[src/rtl/if_pkg.sv]
// Shared definitions for the instruction-fetch stage.
package if_pkg;

    localparam int          XLEN       = 32;
    localparam logic [31:0] NOP_INSN   = 32'h0000_0020;
    localparam int          INSN_BYTES = 4;

    // One prefetch-buffer entry: the fetched word and the address it came from.
    typedef struct packed {
        logic [XLEN-1:0] pc;
        logic [31:0]     insn;
    } fetch_entry_t;

endpackage

[src/rtl/fetch_fifo.sv]
// Synchronous FIFO with flush, occupancy count and a combinational head read.
// Used both as the prefetch buffer and as the in-flight request PC queue.
module fetch_fifo #(
    parameter  int DEPTH = 4,
    parameter  int WIDTH = 32,
    localparam int CNT_W = $clog2(DEPTH + 1),
    localparam int PTR_W = (DEPTH > 1) ? $clog2(DEPTH) : 1
) (
    input  logic             clk,
    input  logic             reset_n,
    input  logic             flush,
    input  logic             push,
    input  logic [WIDTH-1:0] push_data,
    input  logic             pop,
    output logic [WIDTH-1:0] head_data,
    output logic [CNT_W-1:0] count,
    output logic             empty,
    output logic             full
);

    logic [WIDTH-1:0] mem_r [DEPTH];
    logic [PTR_W-1:0] wr_ptr_r;
    logic [PTR_W-1:0] rd_ptr_r;
    logic [CNT_W-1:0] count_r;
    logic             push_ok_s;
    logic             pop_ok_s;

    // Pointers wrap explicitly so DEPTH need not be a power of two.
    function automatic logic [PTR_W-1:0] ptr_inc(input logic [PTR_W-1:0] p);
        if (p == PTR_W'(DEPTH - 1)) begin
            ptr_inc = {PTR_W{1'b0}};
        end else begin
            ptr_inc = p + PTR_W'(1);
        end
    endfunction

    // Qualify push/pop against the current occupancy and expose status.
    always_comb begin
        empty     = (count_r == {CNT_W{1'b0}});
        full      = (count_r == CNT_W'(DEPTH));
        push_ok_s = push && !full;
        pop_ok_s  = pop && !empty;
        count     = count_r;
        head_data = mem_r[rd_ptr_r];
    end

    // Pointer and occupancy update; flush empties the queue and wins over push/pop.
    always_ff @(posedge clk or negedge reset_n) begin
        if (!reset_n) begin
            wr_ptr_r <= {PTR_W{1'b0}};
            rd_ptr_r <= {PTR_W{1'b0}};
            count_r  <= {CNT_W{1'b0}};
        end else if (flush) begin
            wr_ptr_r <= {PTR_W{1'b0}};
            rd_ptr_r <= {PTR_W{1'b0}};
            count_r  <= {CNT_W{1'b0}};
        end else begin
            if (push_ok_s) begin
                wr_ptr_r <= ptr_inc(wr_ptr_r);
            end
            if (pop_ok_s) begin
                rd_ptr_r <= ptr_inc(rd_ptr_r);
            end
            case ({push_ok_s, pop_ok_s})
                2'b10:   count_r <= count_r + CNT_W'(1);
                2'b01:   count_r <= count_r - CNT_W'(1);
                default: count_r <= count_r;
            endcase
        end
    end

    // Storage write; cleared on reset so the head never reads unknown data.
    always_ff @(posedge clk or negedge reset_n) begin
        if (!reset_n) begin
            for (int i = 0; i < DEPTH; i++) begin
                mem_r[i] <= {WIDTH{1'b0}};
            end
        end else if (push_ok_s && !flush) begin
            mem_r[wr_ptr_r] <= push_data;
        end
    end

endmodule

[src/rtl/if_fetch_unit_chk.sv]
// Protocol and consistency assertions for the fetch stage.
module if_fetch_unit_chk #(
    parameter int OUT_W = 2
) (
    input logic             clk,
    input logic             reset_n,
    input logic             imem_rsp_valid,
    input logic [OUT_W-1:0] outstanding,
    input logic [OUT_W-1:0] drop_cnt,
    input logic [OUT_W-1:0] tag_count,
    input logic             tag_push,
    input logic             tag_full,
    input logic             tag_empty,
    input logic             buf_push,
    input logic             buf_full
);

    a_no_buf_overflow: assert property (@(posedge clk) disable iff (!reset_n)
        !(buf_push && buf_full));

    a_no_tag_overflow: assert property (@(posedge clk) disable iff (!reset_n)
        !(tag_push && tag_full));

    a_no_orphan_rsp: assert property (@(posedge clk) disable iff (!reset_n)
        !(imem_rsp_valid && (outstanding == {OUT_W{1'b0}})));

    a_push_has_tag: assert property (@(posedge clk) disable iff (!reset_n)
        !(buf_push && tag_empty));

    // Every live (non-dropped) request holds exactly one PC tag.
    a_tag_matches_live: assert property (@(posedge clk) disable iff (!reset_n)
        tag_count == (outstanding - drop_cnt));

endmodule

[src/rtl/if_fetch_unit.sv]
// Instruction-fetch stage: PC generation, credit-limited imem requests,
// in-order response tagging, prefetch buffering and redirect flushing.
module if_fetch_unit
    import if_pkg::*;
#(
    parameter int              XLEN            = if_pkg::XLEN,
    parameter logic [XLEN-1:0] RESET_PC        = {XLEN{1'b0}},
    parameter int              FIFO_DEPTH      = 4,
    parameter int              MAX_OUTSTANDING = 2,
    parameter logic [31:0]     NOP_INSN        = if_pkg::NOP_INSN
) (
    input  logic            clk,
    input  logic            reset_n,
    output logic            imem_req_valid,
    input  logic            imem_req_ready,
    output logic [XLEN-1:0] imem_req_addr,
    input  logic            imem_rsp_valid,
    input  logic [31:0]     imem_rsp_data,
    input  logic            redirect_valid,
    input  logic [XLEN-1:0] redirect_pc,
    input  logic            id_ready,
    output logic            id_valid,
    output logic [31:0]     instruction,
    output logic [XLEN-1:0] pc,
    output logic [XLEN-1:0] next_pc
);

    localparam int OUT_W   = $clog2(MAX_OUTSTANDING + 1);
    localparam int CNT_W   = $clog2(FIFO_DEPTH + 1);
    localparam int ENTRY_W = XLEN + 32;

    logic [XLEN-1:0]    fetch_pc_r;
    logic [OUT_W-1:0]   outstanding_r;
    logic [OUT_W-1:0]   drop_cnt_r;
    logic               run_r;

    logic               req_hs_s;
    logic [OUT_W-1:0]   outstanding_nxt_s;
    logic [31:0]        credit_s;
    logic               tag_pop_s;
    logic               buf_push_s;
    logic               buf_pop_s;
    logic [ENTRY_W-1:0] buf_head_s;
    logic [CNT_W-1:0]   buf_count_s;
    logic               buf_empty_s;
    logic               buf_full_s;
    logic [XLEN-1:0]    tag_head_s;
    logic [OUT_W-1:0]   tag_count_s;
    logic               tag_empty_s;
    logic               tag_full_s;

    // Request credit, response routing and outstanding bookkeeping.
    always_comb begin
        credit_s       = 32'(outstanding_r) + 32'(buf_count_s);
        imem_req_valid = run_r && !redirect_valid
                         && (outstanding_r < OUT_W'(MAX_OUTSTANDING))
                         && (credit_s < 32'(FIFO_DEPTH));
        imem_req_addr  = fetch_pc_r;
        req_hs_s       = imem_req_valid && imem_req_ready;
        // A live response consumes its tag; during a redirect it is lost in the flush.
        tag_pop_s      = imem_rsp_valid && (drop_cnt_r == {OUT_W{1'b0}});
        buf_push_s     = tag_pop_s && !redirect_valid;
        buf_pop_s      = !buf_empty_s && id_ready && !redirect_valid;
        case ({req_hs_s, imem_rsp_valid})
            2'b10:   outstanding_nxt_s = outstanding_r + OUT_W'(1);
            2'b01:   outstanding_nxt_s = outstanding_r - OUT_W'(1);
            default: outstanding_nxt_s = outstanding_r;
        endcase
    end

    // Fetch PC, in-flight count, stale-response counter and post-reset enable.
    always_ff @(posedge clk or negedge reset_n) begin
        if (!reset_n) begin
            fetch_pc_r    <= RESET_PC;
            outstanding_r <= {OUT_W{1'b0}};
            drop_cnt_r    <= {OUT_W{1'b0}};
            run_r         <= 1'b0;
        end else begin
            run_r         <= 1'b1;
            outstanding_r <= outstanding_nxt_s;
            if (redirect_valid) begin
                fetch_pc_r <= redirect_pc & ~(XLEN'(INSN_BYTES - 1));
                drop_cnt_r <= outstanding_nxt_s;
            end else begin
                if (req_hs_s) begin
                    fetch_pc_r <= fetch_pc_r + XLEN'(INSN_BYTES);
                end else begin
                    fetch_pc_r <= fetch_pc_r;
                end
                if (imem_rsp_valid && (drop_cnt_r != {OUT_W{1'b0}})) begin
                    drop_cnt_r <= drop_cnt_r - OUT_W'(1);
                end else begin
                    drop_cnt_r <= drop_cnt_r;
                end
            end
        end
    end

    fetch_fifo #(
        .DEPTH (MAX_OUTSTANDING),
        .WIDTH (XLEN)
    ) u_tag_queue (
        .clk       (clk),
        .reset_n   (reset_n),
        .flush     (redirect_valid),
        .push      (req_hs_s),
        .push_data (fetch_pc_r),
        .pop       (tag_pop_s),
        .head_data (tag_head_s),
        .count     (tag_count_s),
        .empty     (tag_empty_s),
        .full      (tag_full_s)
    );

    fetch_fifo #(
        .DEPTH (FIFO_DEPTH),
        .WIDTH (ENTRY_W)
    ) u_prefetch_buf (
        .clk       (clk),
        .reset_n   (reset_n),
        .flush     (redirect_valid),
        .push      (buf_push_s),
        .push_data ({tag_head_s, imem_rsp_data}),
        .pop       (buf_pop_s),
        .head_data (buf_head_s),
        .count     (buf_count_s),
        .empty     (buf_empty_s),
        .full      (buf_full_s)
    );

    // Present the buffer head to ID; an empty buffer shows a NOP at address 0.
    always_comb begin
        id_valid = !buf_empty_s;
        if (buf_empty_s) begin
            instruction = NOP_INSN;
            pc          = {XLEN{1'b0}};
            next_pc     = {XLEN{1'b0}};
        end else begin
            instruction = buf_head_s[31:0];
            pc          = buf_head_s[ENTRY_W-1:32];
            next_pc     = buf_head_s[ENTRY_W-1:32] + XLEN'(INSN_BYTES);
        end
    end

    if_fetch_unit_chk #(
        .OUT_W (OUT_W)
    ) u_chk (
        .clk            (clk),
        .reset_n        (reset_n),
        .imem_rsp_valid (imem_rsp_valid),
        .outstanding    (outstanding_r),
        .drop_cnt       (drop_cnt_r),
        .tag_count      (tag_count_s),
        .tag_push       (req_hs_s),
        .tag_full       (tag_full_s),
        .tag_empty      (tag_empty_s),
        .buf_push       (buf_push_s),
        .buf_full       (buf_full_s)
    );

endmodule

[config.mk]
export PLATFORM = sky130hd
export DESIGN_NAME = if_fetch_unit
export DESIGN_NICKNAME = d
export VERILOG_FILES = /design/src/rtl/if_pkg.sv /design/src/rtl/fetch_fifo.sv /design/src/rtl/if_fetch_unit_chk.sv /design/src/rtl/if_fetch_unit.sv
export SDC_FILE = /design/constraint.sdc
export NUM_CORES = 1
export LEC_CHECK = 0
export BUFFER_PORTS_ARGS = -buffer_cell sky130_fd_sc_hd__buf_2
export CAP_MARGIN = 20
export CORE_UTILIZATION = 65
export CTS_BUF_LIST = sky130_fd_sc_hd__clkbuf_8
export DETAILED_ROUTE_END_ITERATION = 10
export PLACE_DENSITY = 0.87
export REMOVE_ABC_BUFFERS = 1
export SYNTH_ARGS = -nofsm -noshare
export SYNTH_HDL_FRONTEND = slang
export SYNTH_HIERARCHICAL = 1
export SYNTH_SLANG_ARGS = --single-unit
[constraint.sdc]
create_clock -name clk -period 4.7 [get_ports clk]
set_input_delay 0.235 -clock clk [delete_from_list [all_inputs] [get_ports clk]]
set_output_delay 0.235 -clock clk [all_outputs]
set_load 0.1 [all_outputs]
-- Yosys cells after proc, flatten, opt, wreduce, memory -nomap -nowiden
Index checks and enable logic that the tools add are counted.
- magnitude comparators: 8
- bitwise logic cells: 4
- eq/ne operators: 10
- $add $sub $neg: 14
- muxes and demuxes: 36
- reductions and logical operators: 34
- operator list (kind ; number):
    $mux W32 ; 9
    $bwmux W256 ; 1
    $mux W64 ; 3
    $bmux W64 S2 ; 1
    $demux W64 S2 ; 1
    $add A32 B3 Y32 const B ; 2
    $bwmux W64 ; 1
    $demux W32 S1 ; 1
    $mux W2 ; 9
    $logic_and A1 B1 Y1 ; 17
    $reduce_bool A2 Y1 ; 7
    $eq A2 B2 Y1 const B ; 6
    $add A2 B1 Y2 const B ; 4
    $pmux W2 S2 ; 2
    $eq A2 B1 Y1 const B ; 3
    $ge A3 B3 Y1 const B ; 2
    $mux W1 ; 6
    $not A2 Y3 ; 2
    $pmux W3 S2 ; 1
    $reduce_bool A3 Y1 ; 2
    $sub A2 B1 Y2 const B ; 3
    $logic_not A1 Y1 ; 5
    $add A2 B3 Y4 ; 1
    $ge A2 B2 Y1 const B ; 2
    12 further kinds ; 15
- output and inout port bits: 130
- word-level logic and storage cells: 122
- bits in registers: 368
- bits of input ports: 70

-- Logic depth before layout (Yosys ltp)
- depth in word-level cells: 9
- depth in mapped cells: 11

-- By module
Netlist, hierarchy kept.
- by module, submodules not included (module ; area an instance (um2) ; times used ; cells an instance):
    fetch_fifo (u_prefetch_buf) ; 11843.9 ; 1 ; 681
    if_fetch_unit ; 3278.1 ; 1 ; 429
    fetch_fifo (u_tag_queue) ; 3090.5 ; 1 ; 195

-- Least setup slack after synthesis
Ideal clock, no wire load.
- path type: register to output
- start point: reg u_prefetch_buf.rd_ptr_r[1]
- end point: out next_pc[19]
- data arrival time: 3.935 ns
- stages on the path, launching flop included: 9
- slack: 0.530 ns
- data required time: 4.465 ns
- cells stage by stage: dfrtp_1 -> clkbuf_1 -> clkbuf_1 -> mux4_2 -> nand4_2 -> or4_1 -> buf_2 -> or3_1 -> a21oi_1
- longest elaborated chain between the ends: 6
- RTL lines (what ; RTL line ; RTL):
    start: declaration ; fetch_fifo.sv:23 ; logic [PTR_W-1:0] rd_ptr_r;
    start signal: assignment ; fetch_fifo.sv:51 ; rd_ptr_r <= {PTR_W{1'b0}};
    start signal: assignment ; fetch_fifo.sv:55 ; rd_ptr_r <= {PTR_W{1'b0}};
    start signal: assignment ; fetch_fifo.sv:62 ; rd_ptr_r <= ptr_inc(rd_ptr_r);
    $not A2 Y3 (not written as such) ; fetch_fifo.sv:44 ; head_data = mem_r[rd_ptr_r];
    $bmux W64 S2 ; fetch_fifo.sv:44 ;
    $mux W64 (not written as such) (2 in a row) ; fetch_fifo.sv:44 ;
    named net buf_head_s[39] ; if_fetch_unit.sv:43 ; logic [ENTRY_W-1:0] buf_head_s;
    $add A32 B3 Y32 ; if_fetch_unit.sv:141 ; next_pc = buf_head_s[ENTRY_W-1:32] + XLEN'(INSN_BYTES);
    $mux W32 ; if_fetch_unit.sv:134 ; if (buf_empty_s) begin
    end: declaration ; if_fetch_unit.sv:25 ; output logic [XLEN-1:0] next_pc
The timed path passes the listed nets, and every way through them passes these cells. The select of a mux whose other input is x is not followed.

-- Worst setup path after layout
- start point: reg u_prefetch_buf.rd_ptr_r[1]
- end point: out next_pc[30]
The elaborated chain is that of the path after synthesis.

==> metrics.md <==
| Metric | Value |
|---|---|
| H-tree depth | 2 |
| Total CTS buffers | 58 |
| WL/cell | between 20 and 25 µm |
| Top FF cell, synth | dfrtp_1 |
| Buf/Inv on CP | 2 |
| Psw | 3.607 mW |
| Seq pwr share | between 40% and 50% |
| GRT overflow | 0 |
| Clock network fraction of design power | 27.0% |
| Std-Cell Rows | 60 |
| Cts repair resizes | 0 |
| Die Height | 169.4 µm |
| Unrepaired setup endpoints after global routing | no |
| Clk_lat worst skew | 0.60 ns |
| Synth Cell Area | 18,210 µm² |
| Final setup viols | 0 |
| Cell Int Power | around 6.6 mW |
| Combinational share of power | around a third |
| Total track usage | 30.70% |
| VDD IR max | 372.8 µV |
| Initial antenna violation count | 1 |
| Most frequent cells in the layout | dfrtp_1, mux2_2, buf_2, mux2_4, clkbuf_8 |
| Postcts setup bufs | 0 |
| Status | completed |
| Hpwl dp | about 26,000 µm |
| Area Overhead vs Synth | 16.64% |
| Critical Path End Type | output port |
| Average via count per standard cell | 6.081 |
| Via count | 12,050 |
| Detail Route Antenna Nets | 0 |
| Leakage | 10.22 nW |
| Worst-case reg-to-reg path depth | 8 |
| Sw Ratio | 35.36% |
| # clock sinks | 366 |
| Crit path max-delay family | simple AND/OR/NAND/NOR gates |
| Num ports | 200 |
| First-pass GRT wire length | 68,140 µm |
| Total of max-cap violations | 0 |
| Layout cells sized above 1 | between 40% and 50% |
| Fin crit share | 93.27% |
| Fmax | 228.1 MHz |
| CP arrival | 4.15 ns |
| Clock Path Buffers | 3 |
| Pwr dens | 480.3 nW/µm² |
| Vias in the first global route | 12,690 |
| Netlist cell types | 67 |
| R2r setup slk | 1.10 ns |
| Final Hold Vio Count | 0 |
| Post-synth top area share | 50.29% |
| Most common library cell in the layout ignoring fill and taps | dfrtp_1 |
| CP Launch Type | register |
| Post-synthesis sequential area ratio | 50.29% |
| Largest area contributor in the netlist | dfrtp_1 |
| FF-to-FF Start | drop_cnt_r[0] |
| CP max stage cell | dfrtp_4 |
| IO Port Bufs | 195 |
| Cell count along the critical path | 8 |
| Max Fanout on Critical Path | 48 |
| Post-placement cell area | 19,420 µm² |
| Post-synth EDFFs | 0 |
| Slew headroom | between 20% and 30% |
| Max-slew violations | 0 |
| Drt drc | 0 |
| 1st-iter DRT viols | around 770 |
| Hold Worst Slack | roughly 0.031 ns |
| Worst R2R End | u_prefetch_buf/mem_r[179] |
| Final Skew | 0.02012 ns |
| CP startpoint | u_prefetch_buf/rd_ptr_r[1] |
| Synth Register Bits | around 370 |
| Period minus WS final | around 4.4 ns |
| Gpl congestion | roughly 0.85 |
| Critical Path RT | around 4.5 ns |
| Final nets | roughly 1,600 |
| Worst-path clk slew | 0.06 ns |
| Clock root buffer | clkbuf_8 |
| Ys async rst share | 100.0% |
| Initial Utilization | 66.83% |
| Hold_buf cts | 61 |
| Slew @ Worst Pin | about 1.1 ns |
| Crit path kind | register to output port |
| Slowest stage delay, CP | 0.97 ns |
| Die width | 169.4 µm |
| Critical Path End | next_pc[30] |
| Full die area | 28,690 µm² |
| YS warnings | 6 |
| Core Area | 27,250 µm² |
| Crit path cell chain | mux4_2, ha_1, inv_1, nor4_4, nand2_1, nor3_1, mux2_1, buf_2 |
| Final Util | approximately 78% |
| Syn Area/Cell | 13.96 µm² |
| Pin count of the biggest net entering global routing | 149 |
| Clock tree from TritonCTS | done |
| Pre-antenna DRT Iters | 5 |
| Top cells by area, synth | dfrtp_1, mux2_2, mux4_2 |
| Drt total wl | 42,680 µm |
| Min-Delay Path Class | input port to register |
| Final instance area | roughly 21,000 µm² |
| Mapped Cells | 1,305 |
logic make-up after synthesis:
logic type / after synthesis / share of synthesized area (%)
fa+ha+maj: 11 / 0.7969
flops: 366 / 50.29
compound gates: 74 / 2.597
simple gates: 292 / 9.261
mux: 422 / 31.89
other cells: 2 / 0.04124
buf+inv: 97 / 3.153
xor+xnor: 41 / 1.972
through the flow:
stage / power (mW) / setup TNS (ns) / setup WS (ns) / std cells
final: 10.20 / 0 / 0.3162 / 1982
after global routing: 10.64 / 0 / 0.05943 / 1982
after CTS: 10.23 / 0 / 0.3211 / 1981
after detailed placement: 7.401 / 0 / 0.9822 / 1817
after global placement: 7.256 / 0 / 0.9773 / 1817
after floorplan: 6.659 / -99.49 / -2.431 / 1229
worst min-delay path by stage:
| stage | from | end | slack [ns] | cells after the start |
|---|---|---|---|---|
| 2_1_floorplan | reset_n | drop_cnt_r[0] | -0.06 | 0 |
| 3_5_place_dp | reset_n | u_prefetch_buf/mem_r[212] | 0.28 | 1 |
| 3_3_place_gp | reset_n | u_prefetch_buf/mem_r[212] | 0.27 | 1 |
| 6_report | imem_rsp_valid | outstanding_r[0] | 0.03 | 3 |
| 4_1_cts | imem_rsp_valid | outstanding_r[0] | 0.02 | 3 |
| 5_1_grt | redirect_pc[30] | imem_req_addr[30] | 0.04 | 4 |
sequential cells by signal, summed over array words and instances, names as in the netlist:
signal                   flops
u_tag_queue/rd_ptr_r         1
drop_cnt_r                   2
u_tag_queue/wr_ptr_r         1
u_prefetch_buf/rd_ptr_r      2
imem_req_addr               30
u_prefetch_buf/mem_r       256
run_r                        1
u_tag_queue/count            2
u_prefetch_buf/count         3
u_prefetch_buf/wr_ptr_r      2
u_tag_queue/mem_r           64
outstanding_r                2
power groups by stage:
| stage | registers [mW] | logic [mW] | clock network [mW] |
|---|---|---|---|
| final | 4.16 | 3.29 | 2.75 |
| after global placement | 4.13 | 3.13 | 0 |
| after global routing | 4.22 | 3.47 | 2.95 |
| after detailed placement | 4.18 | 3.22 | 0 |
| after CTS | 4.14 | 3.29 | 2.80 |
| after floorplan | 4.25 | 2.41 | 0 |
per-layer routing:
layer  wire length, µm  GRT usage, %
met4              1144         10.89
met2             21440         50.90
met5                 0             0
met1             17560         40.47
met3              2537         6.273
layout make-up:
| type | count | area [µm²] |
|---|---|---|
| Timing Repair Buffer | 277 | 1804 |
| Sequential cell | 366 | 9166 |
| Tap cell | 372 | 465.4 |
| Antenna cell | 1 | 2.502 |
| Inverter | 16 | 60.06 |
| Multi-Input combinational cell | 847 | 8537 |
| Fill cell | 1578 | 6008 |
| Clock buffer | 77 | 1060 |
| Clock inverter | 26 | 147.6 |
cell usage after synthesis (8+ instances only):
master / n
a21oi_1: 14
and3_1: 8
buf_2: 32
clkbuf_1: 27
dfrtp_1: 366
ha_1: 10
inv_1: 13
mux2_2: 259
mux2_4: 90
mux4_2: 64
nand2_1: 52
nand3_1: 35
nand4_1: 19
nor2_1: 49
nor2b_1: 64
o211ai_1: 9
o21ai_0: 11
o21ai_1: 14
xnor2_1: 15
xor2_1: 26
worst min-delay path: stages:
cell     delay [ns]
buf_2          0.10
ha_1           0.16
xnor2_1        0.09
Note: power is estimated with default switching activity, not from simulation.
